[src/rtl/irq_ctrl_v1.sv]
`default_nettype none
// ============================================================================
// Module   : irq_ctrl_v1
// Purpose  : SFR-mapped interrupt controller that latches edges, masks them and
//            arbitrates them. Requests go to the CPU with a req/ack handshake
//            and end with an EOI write.
// Option   : IRQ_CTRL_ROUND_ROBIN_EN selects round-robin arbitration
// Revision : 1.0 - initial release
// ============================================================================
module irq_ctrl_v1 #(
    parameter int          DATA_WIDTH = 32,
    parameter int          ADDR_WIDTH = 32,
    parameter logic [31:0] BASE_ADDR  = 32'hFFFFF864,
    parameter int          N_SRC      = 16
) (
    input  logic                  sys_clk,
    input  logic                  sys_rst,
    input  logic [ADDR_WIDTH-1:0] sys_addr,
    input  logic                  sys_wr_en,
    input  logic [DATA_WIDTH-1:0] sys_sw_value,
    input  logic [N_SRC-1:0]      irq_src,
    input  logic                  irq_ack,
    output logic [DATA_WIDTH-1:0] sfr_rd_dout,
    output logic                  irq_req,
    output logic [4:0]            irq_id
);

    localparam logic [ADDR_WIDTH-1:0] c_ADDR_CTRL = ADDR_WIDTH'(BASE_ADDR);
    localparam logic [ADDR_WIDTH-1:0] c_ADDR_EN   = ADDR_WIDTH'(BASE_ADDR + 32'h4);
    localparam logic [ADDR_WIDTH-1:0] c_ADDR_PEND = ADDR_WIDTH'(BASE_ADDR + 32'h8);
    localparam logic [ADDR_WIDTH-1:0] c_ADDR_STAT = ADDR_WIDTH'(BASE_ADDR + 32'hC);
    localparam logic [ADDR_WIDTH-1:0] c_ADDR_EOI  = ADDR_WIDTH'(BASE_ADDR + 32'h10);

`ifdef IRQ_CTRL_ROUND_ROBIN_EN
    localparam logic c_RR = 1'b1;
`else
    localparam logic c_RR = 1'b0;
`endif

    typedef enum logic [1:0] {
        ST_IDLE = 2'd0,
        ST_REQ  = 2'd1,
        ST_SVC  = 2'd2
    } state_t;

    state_t             state_q;
    logic               irq_req_q;
    logic [4:0]         irq_id_q;
    logic [N_SRC-1:0]   src_q;
    logic [N_SRC-1:0]   pend_q;
    logic [N_SRC-1:0]   pend_d;
    logic [N_SRC-1:0]   en_q;
    logic               gie_q;
    logic               eoi_err_q;

    logic               w_wr_ctrl;
    logic               w_wr_en;
    logic               w_wr_pend;
    logic               w_wr_eoi;
    logic [N_SRC-1:0]   w_edge;
    logic [N_SRC-1:0]   w_elig;
    logic [N_SRC-1:0]   w_cur_onehot;
    logic [N_SRC-1:0]   w_w1c_mask;
    logic [N_SRC-1:0]   w_ack_mask;
    logic               w_any_elig;
    logic               w_cur_elig;
    logic               w_ack_take;
    logic               w_eoi_match;
    logic               w_eoi_bad;
    logic [4:0]         w_win_id;
    logic [DATA_WIDTH-1:0] w_rd_data;
    logic               w_unused_sw;

    assign w_wr_ctrl = sys_wr_en && (sys_addr == c_ADDR_CTRL);
    assign w_wr_en   = sys_wr_en && (sys_addr == c_ADDR_EN);
    assign w_wr_pend = sys_wr_en && (sys_addr == c_ADDR_PEND);
    assign w_wr_eoi  = sys_wr_en && (sys_addr == c_ADDR_EOI);

    assign w_edge     = irq_src & ~src_q;
    assign w_elig     = pend_q & en_q & {N_SRC{gie_q}};
    assign w_any_elig = |w_elig;
    assign w_cur_elig = |(w_elig & w_cur_onehot);
    assign w_ack_take = (state_q == ST_REQ) && irq_ack;

    assign w_eoi_match = w_wr_eoi && (state_q == ST_SVC) && (sys_sw_value[4:0] == irq_id_q);
    assign w_eoi_bad   = w_wr_eoi && !w_eoi_match;

    assign w_unused_sw = &{1'b0, sys_sw_value};

    always_comb begin
        w_cur_onehot = '0;
        for (int i = 0; i < N_SRC; i++) begin
            w_cur_onehot[i] = (irq_id_q == 5'(i));
        end
    end

    // A fresh edge beats both the W1C clear and the ack clear of the same bit.
    always_comb begin
        w_w1c_mask = '0;
        w_ack_mask = '0;
        if (w_wr_pend) begin
            w_w1c_mask = sys_sw_value[N_SRC-1:0];
        end
        if (w_ack_take) begin
            w_ack_mask = w_cur_onehot;
        end
        pend_d = (pend_q & ~w1c_mask_or_ack(w_w1c_mask, w_ack_mask)) | w_edge;
    end

    function automatic logic [N_SRC-1:0] w1c_mask_or_ack(input logic [N_SRC-1:0] a,
                                                         input logic [N_SRC-1:0] b);
        return a | b;
    endfunction

`ifdef IRQ_CTRL_ROUND_ROBIN_EN
    logic [4:0] ptr_q;
    int         w_dist;
    int         w_best;

    // Winner is the eligible source with the smallest forward distance from ptr_q.
    always_comb begin
        w_win_id = '0;
        w_best   = N_SRC;
        w_dist   = 0;
        for (int i = 0; i < N_SRC; i++) begin
            w_dist = i - int'(ptr_q);
            if (w_dist < 0) begin
                w_dist = w_dist + N_SRC;
            end
            if (w_elig[i] && (w_dist < w_best)) begin
                w_best   = w_dist;
                w_win_id = 5'(i);
            end
        end
    end

    always_ff @(posedge sys_clk or posedge sys_rst) begin
        if (sys_rst) begin
            ptr_q <= '0;
        end else if (w_ack_take) begin
            ptr_q <= (irq_id_q == 5'(N_SRC - 1)) ? 5'd0 : irq_id_q + 5'd1;
        end
    end
`else
    always_comb begin
        w_win_id = '0;
        for (int i = N_SRC - 1; i >= 0; i--) begin
            if (w_elig[i]) begin
                w_win_id = 5'(i);
            end
        end
    end
`endif

    always_ff @(posedge sys_clk or posedge sys_rst) begin
        if (sys_rst) begin
            src_q     <= '0;
            pend_q    <= '0;
            en_q      <= '0;
            gie_q     <= 1'b0;
            eoi_err_q <= 1'b0;
        end else begin
            src_q  <= irq_src;
            pend_q <= pend_d;
            if (w_wr_en) begin
                en_q <= sys_sw_value[N_SRC-1:0];
            end
            if (w_wr_ctrl) begin
                gie_q <= sys_sw_value[0];
                if (sys_sw_value[1]) begin
                    eoi_err_q <= 1'b0;
                end
            end
            if (w_eoi_bad) begin
                eoi_err_q <= 1'b1;
            end
        end
    end

    always_ff @(posedge sys_clk or posedge sys_rst) begin
        if (sys_rst) begin
            state_q   <= ST_IDLE;
            irq_req_q <= 1'b0;
            irq_id_q  <= '0;
        end else begin
            case (state_q)
                ST_IDLE: begin
                    if (w_any_elig) begin
                        state_q   <= ST_REQ;
                        irq_req_q <= 1'b1;
                        irq_id_q  <= w_win_id;
                    end
                end
                ST_REQ: begin
                    if (irq_ack) begin
                        state_q   <= ST_SVC;
                        irq_req_q <= 1'b0;
                    end else if (!w_cur_elig) begin
                        state_q   <= ST_IDLE;
                        irq_req_q <= 1'b0;
                        irq_id_q  <= '0;
                    end
                end
                ST_SVC: begin
                    if (w_eoi_match) begin
                        state_q  <= ST_IDLE;
                        irq_id_q <= '0;
                    end
                end
                default: begin
                    state_q   <= ST_IDLE;
                    irq_req_q <= 1'b0;
                    irq_id_q  <= '0;
                end
            endcase
        end
    end

    always_comb begin
        w_rd_data = '0;
        if (sys_addr == c_ADDR_CTRL) begin
            w_rd_data[0] = gie_q;
            w_rd_data[1] = eoi_err_q;
            w_rd_data[2] = c_RR;
        end else if (sys_addr == c_ADDR_EN) begin
            w_rd_data[N_SRC-1:0] = en_q;
        end else if (sys_addr == c_ADDR_PEND) begin
            w_rd_data[N_SRC-1:0] = pend_q;
        end else if (sys_addr == c_ADDR_STAT) begin
            w_rd_data[4:0] = irq_id_q;
            w_rd_data[8]   = (state_q == ST_SVC);
            w_rd_data[9]   = irq_req_q;
        end
    end

    assign sfr_rd_dout = w_rd_data;
    assign irq_req     = irq_req_q;
    assign irq_id      = irq_id_q;

endmodule
`default_nettype wire

[config.mk]
export PLATFORM = sky130hd
export DESIGN_NAME = irq_ctrl_v1
export DESIGN_NICKNAME = d
export VERILOG_FILES = /design/src/rtl/irq_ctrl_v1.sv
export SDC_FILE = /design/constraint.sdc
export NUM_CORES = 1
export LEC_CHECK = 0
export BUFFER_PORTS_ARGS = -buffer_cell sky130_fd_sc_hd__buf_2
export CORE_UTILIZATION = 40
export CTS_BUF_LIST = sky130_fd_sc_hd__clkbuf_2 sky130_fd_sc_hd__clkbuf_4 sky130_fd_sc_hd__clkbuf_8
export DETAILED_ROUTE_END_ITERATION = 10
export HOLD_SLACK_MARGIN = 0.03
export PLACE_DENSITY = 0.67
export SYNTH_ARGS = -nofsm -noshare
export SYNTH_HDL_FRONTEND = slang
export SYNTH_SLANG_ARGS = --single-unit
[constraint.sdc]
create_clock -name sys_clk -period 3 [get_ports sys_clk]
set_clock_uncertainty 0.15 [all_clocks]
set_input_delay 0.6 -clock sys_clk [delete_from_list [all_inputs] [get_ports sys_clk]]
set_output_delay 0.6 -clock sys_clk [all_outputs]
set_load 0.05 [all_outputs]
# After elaboration in Yosys (flattened, before gate mapping)

Index checks and enable logic that the tools add are counted.

RAM bits: 0
Memory bits (read-only): 0
Output and inout bits: 38
Memories kept: 0
Input port bits: 84
Word-level logic and storage cells: 109
Latch bits: 0
Flip-flop bits (word level): 58

Multiplexer cells: 44
Add/sub/neg operators: 0
$mul: 0
Bitwise gates (word level): 10
Shifts and indexed selects: 0
Div/mod/pow operators: 0
Reduce and logical (&&, ||, !) cells: 19
Equality and inequality tests: 28
$lt $le $gt $ge: 0

Operator list:

| cell                                                | count |
|---|---|
| equality test 32 bit, second input constant         | 5 |
| two-way mux 5 bit                                   | 21 |
| AND 16 bit                                          | 5 |
| two-way mux 16 bit                                  | 3 |
| equality test 5 x 4 -> 1 bit, second input constant | 8 |
| inverter 16 bit                                     | 2 |
| bitwise OR 16 bit                                   | 2 |
| OR reduction 16 bit                                 | 2 |
| equality test 5 x 3 -> 1 bit, second input constant | 4 |
| one-hot mux 5 bit (3 select lines)                  | 1 |
| two-way mux 13 bit                                  | 1 |
| two-way mux 2 bit                                   | 6 |
| equality test 5 x 2 -> 1 bit, second input constant | 2 |
| logical AND 1 bit                                   | 8 |
| != test 2 bit, second input constant                | 4 |
| two-way mux 1 bit                                   | 6 |
| two-way mux 3 bit                                   | 2 |
| two-way mux 6 bit                                   | 1 |
| one-hot mux 2 bit (3 select lines)                  | 1 |
| AND reduction 3 bit                                 | 2 |
| equality test 5 x 1 -> 1 bit, second input constant | 1 |
| equality test 5 bit                                 | 1 |
| zero test 5 bit                                     | 1 |
| two-way mux 4 bit                                   | 1 |
| other kinds (10)                                    | 11 |

# Logic depth before layout (Yosys ltp)

Depth in word-level cells: 20
Depth in mapped cells: 8
Depth with buffers taken out: 6

# Worst setup path before layout

OpenSTA, ideal clock, no wires.

Path kind: input port to output port
From: input sys_addr[27]
To: output sfr_rd_dout[2]
Path buffers: 0
Stages on the path: 5
Arrival: 2.679 ns
Data required time: 2.250 ns
Setup slack: -0.429 ns
Cell sequence: nand4_1 -> nor4_2 -> nand3_2 -> or3_1 -> o21ai_0

Cells in the longest elaborated chain, start to end: 5
Elaborated cells on any way between the ends: 8
Those cells by class: 4 x eq/ne; 4 x mux

Ends and longest elaborated chain:

| what                  | RTL line | source |
|---|---|---|
| start, declared       | 18       | `input logic [ADDR_WIDTH-1:0] sys_addr,` |
| equality test 32 bit  | 229      | `end else if (sys_addr == c_ADDR_STAT) begin` |
| two-way mux 5 bit     | 229      |  |
| two-way mux 5 bit     | 227      | `end else if (sys_addr == c_ADDR_PEND) begin` |
| two-way mux 16 bit    | 225      | `end else if (sys_addr == c_ADDR_EN) begin` |
| two-way mux 3 bit (*) | 221      | `if (sys_addr == c_ADDR_CTRL) begin` |
| end, declared         | 23       | `output logic [DATA_WIDTH-1:0] sfr_rd_dout,` |

Every way passes the cells marked *; elsewhere a longest branch is shown, timed or not.

# Worst setup path after layout

From: input sys_addr[27]
To: output sfr_rd_dout[3]

Cells in the longest elaborated chain, start to end: 5
Elaborated cells on any way between the ends: 8
Those cells by class: 4 x eq/ne; 4 x mux

Ends and longest elaborated chain:

| what                   | RTL line |
|---|---|
| equality test 32 bit   | 229 |
| two-way mux 5 bit      | 229 |
| two-way mux 5 bit      | 227 |
| two-way mux 16 bit     | 225 |
| two-way mux 13 bit (*) | 221 |

Marks and branches as above.

==> impl_metrics.yaml <==
outcome:
  status: "completed"
timing:
  period_needed_ps: 2988
  rsz0062_at_grt: "true"
  hold_violations: 0
  final_max_slew_viol_count: 0
  clock.fmax_ghz: 0.3347
  setup_viol: 0
  post-route-period-util_pct: 99.60
  worst_pin_slew_ps: 753.6
  worst_slew_margin_rel_pct: 49.76
synthesis:
  postSynthAreaPerCell_um2: 9.824
  synth_top_cell_by_area: "dfrtp_1"
  ys_seq_area_share_pct: 43.08
  synth_edf_count: 0
  synth_cell_types: 56
  yosysTopAreaCellShare_pct: 43.08
  async_flop_share_pct: 100.0
  yosysWarnings: 0
  synth_flop_cell: "dfrtp_1"
  netlist_area_mm2: 0.003311
  syn_inst: 337
  yosysMostFrequentCell: "dfrtp_1"
  synth.area.top_cells: "dfrtp_1 (43%), nand2_1 (5.9%), a32o_1 (5.7%), mux2_4 (4.5%), a22o_1 (4.5%)"
  synth-seq-cells: 57
  synth_common_cells: "dfrtp_1 (57), nand2_1 (52), inv_1 (27)"
flow_run:
  max_cap_violations: 0
worst_setup_path:
  slowest_stage: "or3_1"
  arrival_ps: 2240
  cp_cell_sequence: "buf_2 -> nand4_1 -> nor4_2 -> nand3_2 -> or3_1 -> o21ai_1 -> buf_4"
  path_buf_inv: 2
  critPathTopFamily: "simple AND/OR/NAND/NOR gates"
  critPathMaxStageDelay_ps: 470
  worst_ep_required_time_ps: 2250
  end_kind: "output pin"
  critPathKind: "input port to output pin"
  crit_fanout: 6
  startpoint_type: "input port"
route:
  drtAntennaViolNets: 0
  num_vias: 3118
  avgViaCountPerCell: 5.690
  wl_per_cell_um: 17.19
  drcViolationCount: 0
  routed_wl_um: 9419
  firstDrtPassIters: 5
  drt_iter0_drc: 347
die:
  num_io_pins: 122
  fp-row-count: 32
  core_mm2: 0.007848
  die-area_mm2: 0.008644
  die_height_um: 92.98
  die_w_um: 92.98
  start_util_pct: 42.19
placed_design:
  dp.cells: 529
  globalplace.congestion: 0.8778
  portBuffers: 88
  hpwl_um: 7105
pwr:
  p_per_area_mw_per_mm2: 452.1
  switching_share_pct: 28.57
  power.share.combinational_pct: 17.4
  max-vdd-ir-drop_mv: 0.3361
  net-switching-power_w: 0.0005384
  leakagePower_nw: 1.878
  power.clock.fraction_pct: 38.6
  intPower_w: 0.001346
  p_seq_share_pct: 44.0
finish:
  area_delta_synth_final_pct: 25.93
  finalNetCount: 525
  drive_above_1_share_pct: 36.55
  stdcell_count: 548
  post-route-util_pct: 53.13
  antenna_cells: 0
global_routing:
  grt_max_degree: 30
  grtUsageTotal_pct: 22.61
  grt_pass1_vias: 2978
  gr-total-overflow: 0
  antenna_found_initial: 0
  grt_pass1_wl_um: 14910
clocking:
  cts_sinks: 57
  clockBufferDepth: 2
  cts_tree: "done"
  ctsRootBufferMaster: "clkbuf_8"
  clk-insertion-delay-late_ps: 340
  ctsHoldBuffers: 0
  cts_made_buffers: 9
  h-tree-depth: 3
  clkTransAtPathRegs_ps: 60
hold_path:
  hp-class: "input port to async pin"
-- path summary, 6_finish.rpt --
kind                             endpoint  slack, ps          from  depth (start not counted)
max                        sfr_rd_dout[3]         10  sys_addr[27]                          7
min reg2reg                    pend_q[11]        400     src_q[11]                          2
max in group asynchronous         irq_req       1970       sys_rst                          3
min                             src_q[15]         60       sys_rst                          2
min in group sys_clk             src_q[6]        230    irq_src[6]                          1
max reg2reg                     irq_id[3]        510     irq_id[2]                          6
-- power groups by stage --
| stage | registers [W] | logic (W) | clock network [W] |
|---|---|---|---|
| global route | 0.000834 | 0.000363 | 0.000773 |
| floorplan | 0.000858 | 0.000216 | 0 |
| global placement | 0.000838 | 0.000319 | 0 |
| finish | 0.000829 | 0.000328 | 0.000728 |
| detailed placement | 0.000842 | 0.000327 | 0 |
| CTS | 0.000828 | 0.000327 | 0.000742 |
-- flip-flops by register name, indices dropped and copies added, names as in the netlist --
name	flops
en_q	16
irq_req	1
src_q	16
state_q	2
irq_id	4
pend_q	16
gie_q	1
eoi_err_q	1
-- metrics by stage --
step | worst slack (ps) | power, W | cell area, µm² | setup TNS [ps] | hold slack, ps
floorplan | -83.98 | 0.001074 | 3388 | -335.9 | 334.2
global placement | -47.38 | 0.001157 | 3901 | -359.1 | 366.9
detailed placement | -78.82 | 0.001169 | 3901 | -780.3 | 378.8
CTS | 1.377 | 0.001898 | 4124 | 0 | 51.03
global route | -47.37 | 0.001970 | 4169 | -384.0 | 79.48
finish | 12.08 | 0.001885 | 4169 | 0 | 59.22
-- cell usage in the layout (no fill, tap or decap), types with 13 or more instances in the layout --
| master | Yosys | final |
|---|---|---|
| buf_2 | 3 | 74 |
| a32o_1 | 19 | 19 |
| inv_1 | 27 | 26 |
| dfrtp_1 | 57 | 57 |
| clkbuf_4 | 0 | 13 |
| buf_4 | 18 | 22 |
| conb_1 | 1 | 17 |
| nand2_1 | 52 | 52 |
-- cells by family after synthesis --
family | Yosys count | synth area share [%]
AND/OR/NAND/NOR | 112 | 18.37
AO/OA/AOI/OAI | 87 | 21.16
buffers and inverters | 58 | 8.957
flip-flops | 57 | 43.08
multiplexers | 18 | 7.256
XOR/XNOR | 4 | 1.058
other | 1 | 0.1133
-- worst register-to-register path: stages, from the launching register on --
cell and delay [ps]:
dfrtp_1 820, nand4b_1 210, a211oi_1 90, o21ai_0 190, o221ai_1 200, o31ai_1 470, o221ai_1 210
-- metal layers --
layer	global-route usage [%]	vias up	part of all wire (%)
li1	-	1438	-
met1	30.07	1545	44
met2	35.78	117	48
met3	4.959	18	5.7
met4	9.103	0	1.9
met5	0	-	0
-- what timing repair did --
item,in CTS,in global routing
pin swaps,1,2
resized for setup,3,14
buffers inserted,2,1
endpoints found under the setup margin,13,14
-- final cells by class --
type / count / area, µm²
multi-input cells: 238 / 1672
inverters: 27 / 101.3
fillers: 752 / 3679
flip-flops and latches: 57 / 1426
well taps: 102 / 127.6
clock buffers: 13 / 160.2
repair buffers: 108 / 641.9
clock inverters: 3 / 40.04
(Power assumes the default switching activity.)
